$ cat src/rtl/fetch_stage.sv
// Instruction-fetch stage with IF/ID pipeline register, req/ready imem handshake and branch/jump redirect.
// Optional macro BRANCH_DELAY_SLOT_EN keeps the word already fetched on a taken redirect as a delay slot.
module fetch_stage #(
  parameter logic [31:0] RESET_PC = 32'h0000_0000
) (
  input  logic        Clk,
  input  logic        Reset_n,
  output logic        Imem_Req,
  output logic [31:0] Imem_Addr,
  input  logic        Imem_Ready,
  input  logic [31:0] Imem_Data,
  input  logic        Stall,
  input  logic        Branch,
  input  logic        Branch_Not_Equal,
  input  logic        Jump,
  input  logic        Zero,
  input  logic [31:0] Branch_Offset,
  output logic [31:0] IFID_Inst,
  output logic [31:0] IFID_PC4,
  output logic        IFID_Valid,
  output logic [5:0]  Inst_31_26
);

  typedef enum logic [1:0] {IDLE, FETCH, HOLD} state_t;

  state_t      state, state_nxt;
  logic [31:0] pc, pc_nxt;
  logic [31:0] req_addr, req_addr_nxt;
  logic        kill, kill_nxt;
  logic        skid_valid, skid_valid_nxt;
  logic [31:0] skid_inst, skid_inst_nxt;
  logic [31:0] skid_pc4, skid_pc4_nxt;
  logic [31:0] ifid_inst, ifid_inst_nxt;
  logic [31:0] ifid_pc4, ifid_pc4_nxt;
  logic        ifid_valid, ifid_valid_nxt;

  logic        taken;
  logic [31:0] jump_target;
  logic [31:0] branch_target;
  logic [31:0] target;
  logic [31:0] req_pc4;
`ifdef BRANCH_DELAY_SLOT_EN
  logic        slot_word;
`endif

  assign Imem_Req   = (state == FETCH);
  assign Imem_Addr  = req_addr;
  assign IFID_Inst  = ifid_inst;
  assign IFID_PC4   = ifid_pc4;
  assign IFID_Valid = ifid_valid;
  assign Inst_31_26 = ifid_valid ? ifid_inst[31:26] : 6'd0;

  assign taken         = ifid_valid & ~Stall &
                         (Jump | (Branch & Zero) | (Branch_Not_Equal & ~Zero));
  assign jump_target   = {ifid_pc4[31:28], ifid_inst[25:0], 2'b00};
  assign branch_target = ifid_pc4 + (Branch_Offset << 2);
  assign target        = Jump ? jump_target : branch_target;
  assign req_pc4       = req_addr + 32'd4;
`ifdef BRANCH_DELAY_SLOT_EN
  assign slot_word     = ((state == FETCH) & Imem_Ready & ~kill) |
                         ((state == HOLD) & skid_valid);
`endif

  always_ff @(posedge Clk or negedge Reset_n) begin
    if (!Reset_n) begin
      state      <= IDLE;
      pc         <= RESET_PC;
      req_addr   <= RESET_PC;
      kill       <= 1'b0;
      skid_valid <= 1'b0;
      skid_inst  <= 32'd0;
      skid_pc4   <= 32'd0;
      ifid_inst  <= 32'd0;
      ifid_pc4   <= 32'd0;
      ifid_valid <= 1'b0;
    end else begin
      state      <= state_nxt;
      pc         <= pc_nxt;
      req_addr   <= req_addr_nxt;
      kill       <= kill_nxt;
      skid_valid <= skid_valid_nxt;
      skid_inst  <= skid_inst_nxt;
      skid_pc4   <= skid_pc4_nxt;
      ifid_inst  <= ifid_inst_nxt;
      ifid_pc4   <= ifid_pc4_nxt;
      ifid_valid <= ifid_valid_nxt;
    end
  end

  // Decode consumes IF/ID every unstalled cycle, so it becomes a bubble unless a new word is loaded.
  always_comb begin
    state_nxt      = state;
    pc_nxt         = pc;
    req_addr_nxt   = req_addr;
    kill_nxt       = kill;
    skid_valid_nxt = skid_valid;
    skid_inst_nxt  = skid_inst;
    skid_pc4_nxt   = skid_pc4;
    ifid_inst_nxt  = ifid_inst;
    ifid_pc4_nxt   = ifid_pc4;
    ifid_valid_nxt = ifid_valid;

    if (!Stall) begin
      ifid_valid_nxt = 1'b0;
    end

    unique case (state)
      IDLE: begin
        state_nxt    = FETCH;
        req_addr_nxt = pc;
      end
      FETCH: begin
        if (Imem_Ready) begin
          if (kill) begin
            kill_nxt     = 1'b0;
            req_addr_nxt = pc;
          end else if (Stall) begin
            skid_valid_nxt = 1'b1;
            skid_inst_nxt  = Imem_Data;
            skid_pc4_nxt   = req_pc4;
            pc_nxt         = req_pc4;
            state_nxt      = HOLD;
          end else begin
            ifid_inst_nxt  = Imem_Data;
            ifid_pc4_nxt   = req_pc4;
            ifid_valid_nxt = 1'b1;
            pc_nxt         = req_pc4;
            req_addr_nxt   = req_pc4;
          end
        end
      end
      HOLD: begin
        if (!Stall) begin
          ifid_inst_nxt  = skid_inst;
          ifid_pc4_nxt   = skid_pc4;
          ifid_valid_nxt = 1'b1;
          skid_valid_nxt = 1'b0;
          state_nxt      = FETCH;
          req_addr_nxt   = pc;
        end
      end
      default: begin
        state_nxt = IDLE;
      end
    endcase

    // A request still in flight cannot be cancelled on the bus, so its return is marked for discard.
    if (taken) begin
      pc_nxt         = target;
      skid_valid_nxt = 1'b0;
`ifdef BRANCH_DELAY_SLOT_EN
      if (!slot_word) begin
        ifid_valid_nxt = 1'b0;
        ifid_inst_nxt  = 32'd0;
      end
`else
      ifid_valid_nxt = 1'b0;
      ifid_inst_nxt  = 32'd0;
`endif
      if ((state == FETCH) && !Imem_Ready) begin
        kill_nxt = 1'b1;
      end else begin
        req_addr_nxt = target;
        state_nxt    = FETCH;
      end
    end
  end

endmodule

$ cat config.mk
export PLATFORM = sky130hd
export DESIGN_NAME = fetch_stage
export DESIGN_NICKNAME = d
export VERILOG_FILES = /design/src/rtl/fetch_stage.sv
export SDC_FILE = /design/constraint.sdc
export NUM_CORES = 1
export LEC_CHECK = 0
export ABC_AREA = 0
export CAP_MARGIN = 20
export CORE_MARGIN = 2
export CORE_UTILIZATION = 60
export DETAILED_ROUTE_END_ITERATION = 6
export GPL_ROUTABILITY_DRIVEN = 0
export GPL_TIMING_DRIVEN = 0
export PLACE_DENSITY_LB_ADDON = 0.12
export SYNTH_ARGS = -nofsm -noshare
export SYNTH_HDL_FRONTEND = slang
export SYNTH_SLANG_ARGS = --single-unit
$ cat constraint.sdc
create_clock -name Clk -period 5.1 [get_ports Clk]
set_input_delay 1.02 -clock Clk [delete_from_list [all_inputs] [get_ports Clk]]
set_output_delay 1.02 -clock Clk [all_outputs]
set_load 0.05 [all_outputs]
## After elaboration in Yosys (flattened, before gate mapping)

Index checks and enable logic that the tools add are counted.

- Bits in registers: 196
- Latch bits: 0
- RAM bits: 0
- Bits in read-only memories: 0
- Input bits: 72
- Output and inout bits: 104
- Word-level logic and storage cells: 83
- Memories: 0

- Add/sub/neg operators: 2
- $mul: 0
- Divide/modulo/power cells: 0
- Magnitude comparators: 0
- Eq/ne operators: 11
- Shift-type cells: 0
- Muxes and demuxes: 41
- Bitwise logic cells: 9
- Reduce and logical (&&, ||, !) cells: 11

Operator list:

| kind | number |
|---|---|
| 32-bit 2-to-1 mux | 20 |
| 32-bit one-hot mux with 2 select lines | 2 |
| 32-bit one-hot mux with 3 select lines | 1 |
| 32-bit by 3-bit adder with 32-bit output (second input constant) | 1 |
| 32-bit adder | 1 |
| 2-bit 2-to-1 mux | 6 |
| 5-bit AND reduction | 2 |
| 1-bit 2-to-1 mux | 9 |
| 6-bit 2-to-1 mux | 1 |
| 2-bit != test (second input constant) | 3 |
| 3-bit by 2-bit != test with 1-bit output (second input constant) | 2 |
| 2-bit one-hot mux with 3 select lines | 1 |
| 2-bit nonzero test | 3 |
| 1-bit AND | 4 |
| 2-bit by 1-bit != test with 1-bit output (second input constant) | 2 |
| 4-bit AND reduction | 1 |
| 3-bit by 1-bit != test with 1-bit output (second input constant) | 1 |
| 3-bit != test (second input constant) | 1 |
| 1-bit NOT | 3 |
| 3-bit AND reduction | 1 |
| 3-bit nonzero test | 1 |
| 2-bit by 1-bit == test with 1-bit output (second input constant) | 1 |
| 2-bit == test (second input constant) | 1 |
| 2-bit logical NOT | 1 |
| other kinds (4) | 5 |

## Longest topological paths before layout

- Word-level depth: 7
- Depth in mapped cells: 11
- Depth with buffers taken out: 11

## Worst setup path before layout

Ideal clock, no wire load.

- Path kind: input to register
- From: input Branch_Offset[0]
- To: register pc[28]
- Setup time: 70 ps
- Data arrival time: 3445 ps
- Required time: 5030 ps
- Setup slack: 1585 ps
- Cell stages on the path: 11
- Path buffers: 0
- Path through: ha_1 -> fa_1 -> a21o_1 -> a221oi_2 -> nor3_1 -> nor2_2 -> o21bai_1 -> a21oi_2 -> o221ai_2 -> or4b_1 -> nand3_1

- Longest elaborated chain between the ends: 3

RTL lines:

| what | line | source |
|---|---|---|
| start, declared | 17 | `input logic [31:0] Branch_Offset,` |
| 32-bit adder | 56 | `assign branch_target = ifid_pc4 + (Branch_Offset << 2);` |
| 32-bit 2-to-1 mux | 57 | `assign target = Jump ? jump_target : branch_target;` |
| 32-bit 2-to-1 mux | 148 | `if (taken) begin` |
| end signal, assigned | 78 | `pc <= pc_nxt;` |
| end, declared | 27 | `logic [31:0] pc, pc_nxt;` |

No other way between the ends.
A chain may end at the register's enable or synchronous reset.

## Final worst setup path

- From: input Branch_Offset[0]
- To: register pc[30]

The elaborated chain is that of the path after synthesis.

==> impl_results.md <==
* Pin count of the biggest net entering global routing at 124
* RSZ-0062 raised after global routing: false
* Mapped Avg Cell Area at 8.96 um2
* Starting Density at 0.611
* Hold Vio Cnt, Final at 0
* Boundary Pins at 176
* GRT Util Overall at 0.389
* Avg Vias per Cell at 6.61
* Port Buffers at 173
* Synth warnings at 0
* Worst hold path type: reg2reg
* Crit path kind: in2reg
* Mux cell area share after synthesis at 0.0718
* Synth Area in XOR/XNOR at 0.0383
* Violated checks: DRC
* Status: finished with violations
* DP Wirelength at 28.7 mm
* Critical Path Sink Type: flip-flop
* Ranking of synthesized cells by area: dfrtp_1, a21oi_1, o21ai_0
* Row Count at 51
* Relative slew slack at 0.351
* Synthesized-area fraction occupied by adder cells at 0.0376
* Clock edge transition at the registers on the reported setup and hold paths at 0.07 ns
* DIE AREA at 0.0209 mm2
* Most used cell, CP: a31oi_1
* Core Area at 0.0194 mm2
* Seq/Total Area, Yosys at 0.414
* Drt drc at 1
* Wire length per cell at 22.3 um
* CP Data Arrival Time at 4.73 ns
* Critical Path Stages at 12
* DRT iter0 DRCs at 1558
* Leak at 6.02 nW
* Max clock buf depth at 2
* TritonCTS Buffers at 17
* Place WS at 0.440 ns
* Largest family of logic cells by synthesized area: compound AO/OA/AOI/OAI gates
* Cts hold-fix bufs at 0
* Cells on worst reg2reg path at 11
* EDFF count, synth at 0
* N_diodes at 0
* Synth-to-Final Area Change at 22.7%
* CP bufs+invs at 1
* Synth Area in Compound Gates at 0.244
* Initial antenna violation count at 0
* Crit path launch type: primary input
* Top_reg_cell synth: dfrtp_1
* Crit share post-route at 0.856
* Async SR Flop Fraction at 1.00
* Setup Skew at 0.0102 ns
* Post-cts resize count at 0
* Fmax at 229 MHz
* First-pass GRT wire length at 61.3 mm
* Setup_tns at 0 ns
* Pwr Density at 786 mW/mm2
* Grt total ovfl at 0
* Worst reg2reg endpoint: pc[30]
* Final worst slack at 0.732 ns
* FF+latch count, synth at 196
* Max cap viols at 0
* Count of final setup violators at 0
* Clock Sink Count at 196
* Vias in the first global route at 11400
* Layout Utilization at 0.750
* Crit-path leading delay family: compound AO/OA/AOI/OAI gates
* Setup bufs post-CTS at 0
* Mapped Area at 0.0119 mm2
* Worst Path Required at 5.46 ns
* Distinct cells, synth at 74
* Layout Nets at 1625
* Slowest cell on the critical path: o21ai_0
* Drt total wl at 39.9 mm
* Synth Net Count at 1431
* Die span in y at 145 um
* Slew @ Worst Pin at 0.973 ns
* Critical R2R Launch: IFID_PC4[2]
* Most frequent cell after synthesis: dfrtp_1
* Synth Area in Simple Gates at 0.148
* Final hold slack at 0.483 ns
* Antenna-violating nets left at 0
* Final Max Tran Viols at 0
* Largest area contributor in the netlist: dfrtp_1
* Crit Path Max Fanout at 4
* Share of the synthesized area in the top cell type at 0.414
* CTS tree: yes
* Max incr delay on CP at 0.56 ns
* Crit path cell chain: clkdlybuf4s50_1 > ha_1 > fa_1 > a21o_1 > a221oi_2 > nor3_1 > o21ai_0 > a31oi_1 > a221oi_1 > xnor2_1 > nand2b_1 > a31oi_1
* Drt first pass iters at 7
* Via count of the routed design at 11900
* Hold Crit Depth at 2
* Clock Latency Late Sink at 0.45 ns
* H-tree levels at 4
* Worst Hold End: skid_pc4[18]
* Worst min-delay path startpoint: skid_pc4[18]
* Synth cell count leaders: dfrtp_1, a21oi_1, nand2_1, nor2_1, o21ai_0
* Synth Instances at 1324
* Start point of the critical path: Branch_Offset[0]
* Die Width at 145 um
* Layout cells sized above 1 at 0.0732
* Clock root buffer master: clkbuf_16
* Peak supply drop at 0.464 mV
* R2R Setup Slk at 1.32 ns
* Fin crit period at 4.37 ns
* Power, Total at 0.0114 W
## routing by layer
metal	up-vias	part of all wire	track usage	wire length, um
met5	-	0	0	0
met4	0	0.049	0.201	1940
met3	198	0.12	0.101	4810
met2	828	0.44	0.592	17800
met1	5619	0.39	0.515	15400
li1	5217	-	-	-
## where the power goes
part,internal [W],switching (W),total [W]
sequential,0.00235,0.000806,0.00315
clock,0.000750,0.000630,0.00138
combinational,0.00248,0.00443,0.00690
total,0.00557,0.00587,0.0114
## cell type report
class,count,area [um2]
Multi-Input combinational cell,1017,6410
Sequential cell,196,4900
Fill cell,1464,4850
Timing Repair Buffer,175,1770
Buffer,96,488
Clock buffer,20,457
Tap cell,265,332
Clock inverter,11,126
Inverter,15,56.3
## cell usage in the layout (no fill, tap or decap), types with 4 or more instances in the layout
cell type,netlist,layout
o21bai_1,5,5
nor3_1,18,18
or3_1,4,4
o21ai_0,120,120
and3_1,13,13
and2_1,9,9
a21oi_1,143,143
ha_1,34,34
nand2_1,140,140
dfrtp_1,196,196
mux2i_1,40,40
a221oi_1,12,12
a31oi_1,18,18
nor2b_1,6,6
clkbuf_1,77,78
xnor2_1,27,27
nor2_1,139,139
o21a_1,9,9
buf_6,4,4
mux2_2,40,40
clkdlybuf4s50_1,0,172
o221ai_1,22,22
a22oi_1,5,5
a211oi_1,53,53
nand4_1,6,6
inv_1,14,14
a21o_1,22,22
clkbuf_16,0,17
nand2b_1,8,8
a22o_1,7,7
o211ai_1,23,23
xor2_1,23,23
nand3_1,22,22
clkbuf_8,6,8
## cell families after synthesis
logic type	count (synthesis)
mux	80
flops	196
simple gates	387
compound gates	464
xor+xnor	51
buf+inv	111
fa+ha+maj	35
## flip-flops by register name (all words and copies together), names as in the netlist, named ones only
register,flops
skid_inst,32
state,2
Imem_Addr,32
IFID_PC4,32
IFID_Valid,1
IFID_Inst,32
pc,32
skid_pc4,32
## per-stage QoR
| stage | instances | area [um2] |
|---|---|---|
| after global placement | 1762 | 13900 |
| after global routing | 1795 | 14500 |
| final | 1795 | 14500 |
| after floorplan | 1324 | 11900 |
| after CTS | 1794 | 14500 |
| after detailed placement | 1763 | 14000 |
## how the worst max path moves through the flow
stage	end	slack [ns]
global route	pc[30]	0.70
CTS	pc[30]	0.86
detailed placement	Imem_Addr[30]	0.44
floorplan	pc[28]	1.58
global placement	IFID_PC4[27]	-5.12
finish	pc[30]	0.73
## tightest hold or removal path, delay by kind of cell, from the launching register on
kind,cells,cell delay [ns]
DFF,1,0.35
and+or+nand+nor,1,0.05
AOI/OAI and AO/OA,1,0.06
No activity file was read; power rests on OpenSTA's default activity.
